--- config.mk ---
export PLATFORM = sky130hd
export DESIGN_NAME = tpu_sequencer
export DESIGN_NICKNAME = d
export VERILOG_FILES = /design/src/rtl/tpu_sequencer.sv
export SDC_FILE = /design/constraint.sdc
export NUM_CORES = 1
export LEC_CHECK = 0
export ABC_CLOCK_PERIOD_IN_PS = 7230
export CAP_MARGIN = 20
export CELL_PAD_IN_SITES_DETAIL_PLACEMENT = 0
export CELL_PAD_IN_SITES_GLOBAL_PLACEMENT = 2
export CORE_MARGIN = 3
export CORE_UTILIZATION = 51
export CTS_CLUSTER_DIAMETER = 120
export DETAILED_ROUTE_END_ITERATION = 16
export PLACE_DENSITY = 0.9
export SLEW_MARGIN = 5
export SYNTH_ARGS = -nofsm -noshare
export SYNTH_HDL_FRONTEND = slang
export SYNTH_SLANG_ARGS = --single-unit
--- constraint.sdc ---
create_clock -name clk -period 7.23 [get_ports clk]
set_input_delay 2.169 -clock clk [delete_from_list [all_inputs] [get_ports clk]]
set_output_delay 2.169 -clock clk [all_outputs]
set_load 0.01 [all_outputs]
--- src/rtl/tpu_sequencer.sv ---
// Program-driven control sequencer for the systolic-array TPU: fetches from a host-loaded
// instruction memory and drives array strobes. Define TPU_SEQ_LOOP_EN to enable the LOOP opcode.
module tpu_sequencer #(
    parameter int ADDR_W         = 13,
    parameter int IMEM_DEPTH     = 16,
    parameter int COMPUTE_CYCLES = 4,
    localparam int PC_W          = $clog2(IMEM_DEPTH),
    localparam int IW            = ADDR_W + 3
) (
    input  logic              clk,
    input  logic              reset,
    input  logic              start,
    input  logic              imem_we,
    input  logic [PC_W-1:0]   imem_waddr,
    input  logic [IW-1:0]     imem_wdata,
    output logic              busy,
    output logic              done,
    output logic [PC_W-1:0]   pc,
    output logic [ADDR_W-1:0] base_address,
    output logic              load_weight,
    output logic              load_input,
    output logic              valid,
    output logic              store
);

    typedef enum logic [1:0] {
        S_IDLE  = 2'd0,
        S_FETCH = 2'd1,
        S_EXEC  = 2'd2,
        S_DONE  = 2'd3
    } state_t;

    typedef enum logic [2:0] {
        OP_HALT        = 3'b000,
        OP_LOAD_ADDR   = 3'b001,
        OP_LOAD_WEIGHT = 3'b010,
        OP_LOAD_INPUTS = 3'b011,
        OP_COMPUTE     = 3'b100,
        OP_STORE       = 3'b101,
        OP_WAIT        = 3'b110,
        OP_LOOP        = 3'b111
    } op_t;

    localparam logic [PC_W-1:0] PC_LAST    = PC_W'(IMEM_DEPTH - 1);
    localparam logic [7:0]      CC_DEFAULT = 8'(COMPUTE_CYCLES);

    state_t              state_q, state_d;
    logic [PC_W-1:0]     pc_q, pc_d;
    logic [7:0]          cnt_q, cnt_d;
    logic [ADDR_W-1:0]   base_q, base_d;
    logic [IW-1:0]       ir_q;
    logic [IW-1:0]       imem [IMEM_DEPTH];

    op_t                 opcode;
    logic [ADDR_W-1:0]   operand;
    logic [7:0]          op_n;
    logic [7:0]          compute_len;
    logic [7:0]          wait_len;
    logic                exec_last;
    logic                loop_jump;
    logic [PC_W-1:0]     loop_target;

    assign opcode      = op_t'(ir_q[IW-1:ADDR_W]);
    assign operand     = ir_q[ADDR_W-1:0];
    assign op_n        = operand[7:0];
    assign compute_len = (op_n == 8'd0) ? CC_DEFAULT : op_n;
    assign wait_len    = (op_n == 8'd0) ? 8'd1 : op_n;

    // Program memory is not reset; writes only land while the sequencer is not running.
    always_ff @(posedge clk) begin
        if (imem_we && (state_q == S_IDLE || state_q == S_DONE)) begin
            imem[imem_waddr] <= imem_wdata;
        end
    end

    always_ff @(posedge clk) begin
        if (state_q == S_FETCH) begin
            ir_q <= imem[pc_q];
        end
    end

    always_comb begin
        exec_last = 1'b1;
        if (opcode == OP_COMPUTE) begin
            exec_last = (cnt_q == compute_len - 8'd1);
        end else if (opcode == OP_WAIT) begin
            exec_last = (cnt_q == wait_len - 8'd1);
        end
    end

`ifdef TPU_SEQ_LOOP_EN
    logic       loop_active_q, loop_active_d;
    logic [7:0] loop_rem_q, loop_rem_d;
    logic [7:0] loop_cnt;

    assign loop_cnt    = operand[PC_W+7:PC_W];
    assign loop_target = operand[PC_W-1:0];

    // A single shared loop counter; first LOOP arms it, later ones count it down.
    always_comb begin
        loop_jump     = 1'b0;
        loop_active_d = loop_active_q;
        loop_rem_d    = loop_rem_q;
        if (state_q == S_EXEC && opcode == OP_LOOP) begin
            if (!loop_active_q) begin
                if (loop_cnt != 8'd0) begin
                    loop_active_d = 1'b1;
                    loop_rem_d    = loop_cnt - 8'd1;
                    loop_jump     = 1'b1;
                end
            end else if (loop_rem_q == 8'd0) begin
                loop_active_d = 1'b0;
            end else begin
                loop_rem_d = loop_rem_q - 8'd1;
                loop_jump  = 1'b1;
            end
        end else if (state_q == S_DONE) begin
            loop_active_d = 1'b0;
            loop_rem_d    = 8'd0;
        end
    end

    always_ff @(posedge clk or posedge reset) begin
        if (reset) begin
            loop_active_q <= 1'b0;
            loop_rem_q    <= 8'd0;
        end else begin
            loop_active_q <= loop_active_d;
            loop_rem_q    <= loop_rem_d;
        end
    end
`else
    assign loop_jump   = 1'b0;
    assign loop_target = '0;
`endif

    always_comb begin
        state_d = state_q;
        pc_d    = pc_q;
        cnt_d   = cnt_q;
        base_d  = base_q;
        unique case (state_q)
            S_IDLE: begin
                if (start) begin
                    state_d = S_FETCH;
                end
            end
            S_FETCH: begin
                state_d = S_EXEC;
            end
            S_EXEC: begin
                if (opcode == OP_LOAD_ADDR) begin
                    base_d = operand;
                end
                if (!exec_last) begin
                    cnt_d = cnt_q + 8'd1;
                end else begin
                    cnt_d = 8'd0;
                    if (opcode == OP_HALT) begin
                        state_d = S_DONE;
                    end else if (loop_jump) begin
                        pc_d    = loop_target;
                        state_d = S_FETCH;
                    end else if (pc_q == PC_LAST) begin
                        // Falling off the last slot ends the run instead of wrapping.
                        state_d = S_DONE;
                    end else begin
                        pc_d    = pc_q + 1'b1;
                        state_d = S_FETCH;
                    end
                end
            end
            S_DONE: begin
                state_d = S_IDLE;
                pc_d    = '0;
                cnt_d   = 8'd0;
            end
            default: begin
                state_d = S_IDLE;
            end
        endcase
    end

    always_ff @(posedge clk or posedge reset) begin
        if (reset) begin
            state_q <= S_IDLE;
            pc_q    <= '0;
            cnt_q   <= 8'd0;
            base_q  <= '0;
        end else begin
            state_q <= state_d;
            pc_q    <= pc_d;
            cnt_q   <= cnt_d;
            base_q  <= base_d;
        end
    end

    // Strobes are purely combinational from state so an asynchronous reset drops them at once.
    always_comb begin
        load_weight = 1'b0;
        load_input  = 1'b0;
        valid       = 1'b0;
        store       = 1'b0;
        if (state_q == S_EXEC) begin
            load_weight = (opcode == OP_LOAD_WEIGHT);
            load_input  = (opcode == OP_LOAD_INPUTS);
            valid       = (opcode == OP_COMPUTE);
            store       = (opcode == OP_STORE);
        end
    end

    assign busy         = (state_q == S_FETCH) || (state_q == S_EXEC);
    assign done         = (state_q == S_DONE);
    assign pc           = pc_q;
    assign base_address = base_q;

endmodule

-- Yosys cells after proc, flatten, opt, wreduce, memory -nomap -nowiden
Memories as Yosys holds them, arrays and structs flattened. A register that Yosys moved wholly into a read port is not among the register bits.
Index checks and enable logic that the tools add are counted.
W data, S select, Z words.
- reduce and logical (&&, ||, !) cells: 10
- add/subtract/negate cells: 4
- muxes and demuxes: 21
- eq/ne operators: 16
- operators with widths (operator ; count):
    $mux W8 ; 3
    $eq A8 B8 Y1 ; 2
    $pmux W8 S2 ; 1
    $sub A8 B1 Y8 const B ; 2
    $mux W4 ; 3
    $eq A3 B3 Y1 const B ; 3
    $add A8 B1 Y8 const B ; 1
    $logic_not A8 Y1 ; 1
    $mux W1 ; 8
    $mux W2 ; 4
    $ne A2 B2 Y1 const B ; 4
    $pmux W2 S4 ; 1
    $pmux W4 S2 ; 1
    $eq A3 B2 Y1 const B ; 2
    $add A4 B1 Y4 const B ; 1
    $eq A2 B2 Y1 const B ; 2
    $eq A4 B4 Y1 const B ; 1
    $reduce_and A2 Y1 ; 2
    $reduce_and A4 Y1 ; 1
    $eq A3 B1 Y1 const B ; 1
    $logic_not A3 Y1 ; 1
    $eq A2 B1 Y1 const B ; 1
    $logic_not A2 Y1 ; 1
    $logic_or A1 B1 Y1 ; 2
    2 further kinds ; 2
- output and inout port bits: 23
- memories: 1
- RAM bits: 256
- input port bits: 24
- flip-flop bits (word level): 27
- word-level logic and storage cells: 56
- memory list (memory ; depth ; bits a word ; rd ports ; clocked after Yosys merged registers in ; wr ports ; line ; text):
    imem ; 16 ; 16 ; 1 ; 1 ; 1 ; 52 ; logic [IW-1:0] imem [IMEM_DEPTH];

-- Depth between registers and ports, before layout
- depth in word-level cells: 8
- gate-level depth with buffers: 13
- depth with buffers taken out: 12

-- Least setup slack after synthesis
No wires, ideal clock.
- kind: input-to-reg
- from: input imem_we
- to: memory imem[0][0] (netlist name) (enable)
- buffers on the path: 0
- cell stages on the path: 3
- setup time: 409 ps
- path slack: 3080 ps
- arrival: 3741 ps
- path through: nand2b_1 -> or3_1 -> nor3_1
- word-level cells in the longest chain between the ends: 3
- RTL lines (what ; line ; text):
    from (decl) ; 13 ; input logic imem_we,
    $logic_and A1 B1 Y1 ; 71 ; if (imem_we && (state_q == S_IDLE || state_q == S_DONE)) begin
    $mux W1 ; 71 ;
    $mux W1 (not written as such) ; 72 ; imem[imem_waddr] <= imem_wdata;
    to (decl) ; 52 ;
No other way between the ends.

-- Worst setup path in the final report
- from: register state_q[0]
- to: output store
- word-level cells in the longest chain between the ends: 2
- RTL lines (what ; line ; text):
    from (decl) ; 47 ; state_t state_q, state_d;
    from (signal assigned) ; 191 ; state_q <= state_d;
    $eq A2 B2 Y1 ; 204 ; if (state_q == S_EXEC) begin
    $mux W1 ; 204 ;
    to (decl) ; 23 ; output logic store
No other way between the ends.

==> metrics.txt <==
die width=161 um; fin crit share=0.617; clock network power share=0.299; 1st-pass router iterations=5; commonest non-fill, non-tap cell in the layout=edfxtp_1; Syn Inst Count=between 600 and 700; Worst-path clk slew=0.06 ns; P&R area growth vs syn=15.9%; outcome=finished clean; initial antenna violation count=0; Flop pwr share=0.427; crit start category=flip-flop; DR vias/cell=6.07; R2R depth=12; worst reg2reg startpoint=ir_q[0]$_DFFE_PN_; Core ar.=23500 sq um; PortBufs=46; critical hold path startpoint=ir_q[12]$_DFFE_PN_; Final nets=725; syn avg cell area=19.7 sq um; die footprint=25900 sq um; Max-slew headroom=0.359; area of the multi-input gates=3250 sq um; TritonCTS clock tree=done; syn_nets=656; Internal Power=3780 uW; RSZ-0062 raised after global routing=false; CP arrival=2.29 ns; Final setup viols=0; vias post-DR=6269; die height=161 um; CP peak stage delay=0.54 ns; DR DRC count=0; residual overflow from global routing=0; post-CTS sizing=0; final-report hold violation count=0; ys async rst share=0.0903; most frequent cells in the layout=edfxtp_1 (272), mux4_2 (80), clkdlybuf4s50_1 (46); Post-CTS Hold Fix Bufs=0; clk sinks=299; first-pass GRT wire length=~39000 um; Unique masters post-synth=64; Peak Freq=approximately 0.22 GHz; root buf cell=clkbuf_16; hold crit path type=reg -> reg; Slew @ Worst Pin=0.962 ns; post-CTS setup buffer count=0; Setup TNS Final=0 ns; minimum clock period=4.46 ns; worst-path fanout max=8; Main synth FF type=edfxtp_1; largest net degree at the start of global routing=68; Worst Clk Skew=0.0391 ns; Total Power=5290 uW; Global Route Usage Sum=0.199; Storage cell area=8850 sq um; synthesized area=12200 sq um; power per standard cell area=373 nW/um^2; post-synthesis register bit count=about 300; clock latency at the later pin of the worst-skew pair=0.58 ns; Cells after DPL=976; Fillers=1675; R2R Setup Slk=roughly 3.6 ns; CP required=5.06 ns; Total Wirelength=25400 um; Syn. warnings=0; max_cap viols=0; crit path kind=reg -> out; utilization after layout=0.603; post-synthesis sequential area ratio=0.722; Post-Layout Cell Count=around 1000; crit path max-delay cell type=clkdlybuf4s50_1; DP HPWL=approximately 15000 um; ANT nets after route=0; fraction of layout cells with a size suffix above 1=0.248; IO Pins=47; Leakage=0.00461 uW; Avg WL per Cell=about 25 um; GPL Wtd Cong=0.865; Psw=between 1500 and 2000 uW; Gate power share=0.274; number of global-route vias before repair=6525; EDFF count, synth=272; deepest clock path buffer count=3; hold endpoint=base_address[12]$_DFFE_PP0P_; Rows=56; Slew Limit Fails=0; hold depth=1; Antenna Cells=0; worst-path cell chain=inv_1 > ha_1 > nand2_1 > nor2_1 > clkdlybuf4s50_1; crit end category=output pin; detailed router's first-iteration violation count=612; RR Endpoint=cnt_q[5]$_DFFE_PP0P_; Net Sw Frac=0.285; Initial Util=0.520; Num CTS Buffers=30; Peak VDD IR=roughly 0.3 mV; H-tree depth=1
==> through the flow <==
step | hold slack [ns] | instance area [sq um] | worst slack (ns)
4_1_cts | 0.483 | 14200 | 2.64
6_report | 0.479 | 14200 | 2.77
3_3_place_gp | 0.465 | 13100 | 2.96
3_5_place_dp | 0.470 | 13100 | 2.89
2_1_floorplan | 0.454 | 12200 | 3.08
5_1_grt | 0.508 | 14200 | 2.66
==> power by group through the flow <==
stage	clock, uW	combinational, uW	sequential (uW)
final	1580	1450	2260
after global routing	1690	1550	2290
after CTS	1610	1440	2280
after detailed placement	0	1430	2310
after global placement	0	1410	2300
after floorplan	0	1080	2200
==> registers in the layout, indices dropped and copies added, names as in the netlist <==
name          cells
ir_q             16
cnt_q             8
base_address     13
state_q           2
pc                4
imem            256
==> critical path: cells and delay by family, from the launching register on <==
family / cells / cell delay, ns
buffers and inverters: 2 / 0.67
DFF: 1 / 0.44
and+or+nand+nor: 2 / 0.29
adders and majority gates: 1 / 0.35
==> logic make-up (layout without fill, tap and decap cells) <==
group / count (synthesis) / count (layout) / synth area share
xor gates and xnor gates: 14 / 14 / 0.0100
AOI/OAI and AO/OA: 44 / 44 / 0.0303
buffers and inverters: 41 / 133 / 0.0143
muxes: 96 / 96 / 0.162
adders and majority gates: 10 / 10 / 0.0102
and+or+nand+nor: 118 / 118 / 0.0513
DFF: 299 / 299 / 0.722
==> per-layer routing <==
| metal | wire [um] | share of wire | global-route usage | vias up |
|---|---|---|---|---|
| met4 | 639 | 0.025 | 0.0528 | 0 |
| met2 | 12800 | 0.50 | 0.334 | 264 |
| li1 | - | - | - | 2686 |
| met1 | 10200 | 0.40 | 0.275 | 3269 |
| met3 | 1750 | 0.069 | 0.0371 | 50 |
| met5 | 0 | 0 | 0 | - |
==> how the worst max path moves through the flow <==
| stage | depth (start not counted) | to | start |
|---|---|---|---|
| 5_1_grt | 5 | load_input | state_q[0]$_DFFE_PP0P_ |
| 2_1_floorplan | 3 | imem[0][0]$_DFFE_PP_ | imem_we |
| 3_5_place_dp | 4 | imem[10][1]$_DFFE_PP_ | imem_waddr[2] |
| 6_report | 5 | store | state_q[0]$_DFFE_PP0P_ |
| 4_1_cts | 1 | pc[3] | pc[3]$_DFFE_PP0P_ |
| 3_3_place_gp | 6 | imem[9][4]$_DFFE_PP_ | imem_we |
==> layout make-up <==
| class | instances | share of cell area |
|---|---|---|
| sequential | 299 | 0.623 |
| multi-input combinational | 282 | 0.229 |
| clock buffer | 38 | 0.0550 |
| timing repair buffer | 67 | 0.0443 |
| tap | 319 | 0.0281 |
| clock inverter | 17 | 0.0171 |
| inverter | 11 | 0.00291 |
==> synthesized netlist by cell type, types with 4 or more instances <==
cell / number / area share
and3_1: 4 / 0.0020
nand3_1: 8 / 0.0033
mux2_2: 13 / 0.012
o21ai_0: 6 / 0.0025
mux4_2: 80 / 0.15
buf_1: 4 / 0.0012
nor3_1: 11 / 0.0045
inv_1: 10 / 0.0031
nor2_1: 30 / 0.0092
nand2b_1: 11 / 0.0056
xnor2_1: 8 / 0.0057
nor4_1: 6 / 0.0031
dfrtp_1: 27 / 0.055
nand2_1: 24 / 0.0074
clkbuf_1: 21 / 0.0064
xor2_1: 6 / 0.0043
ha_1: 10 / 0.010
edfxtp_1: 272 / 0.67
Power figures use the tool's default switching activity.
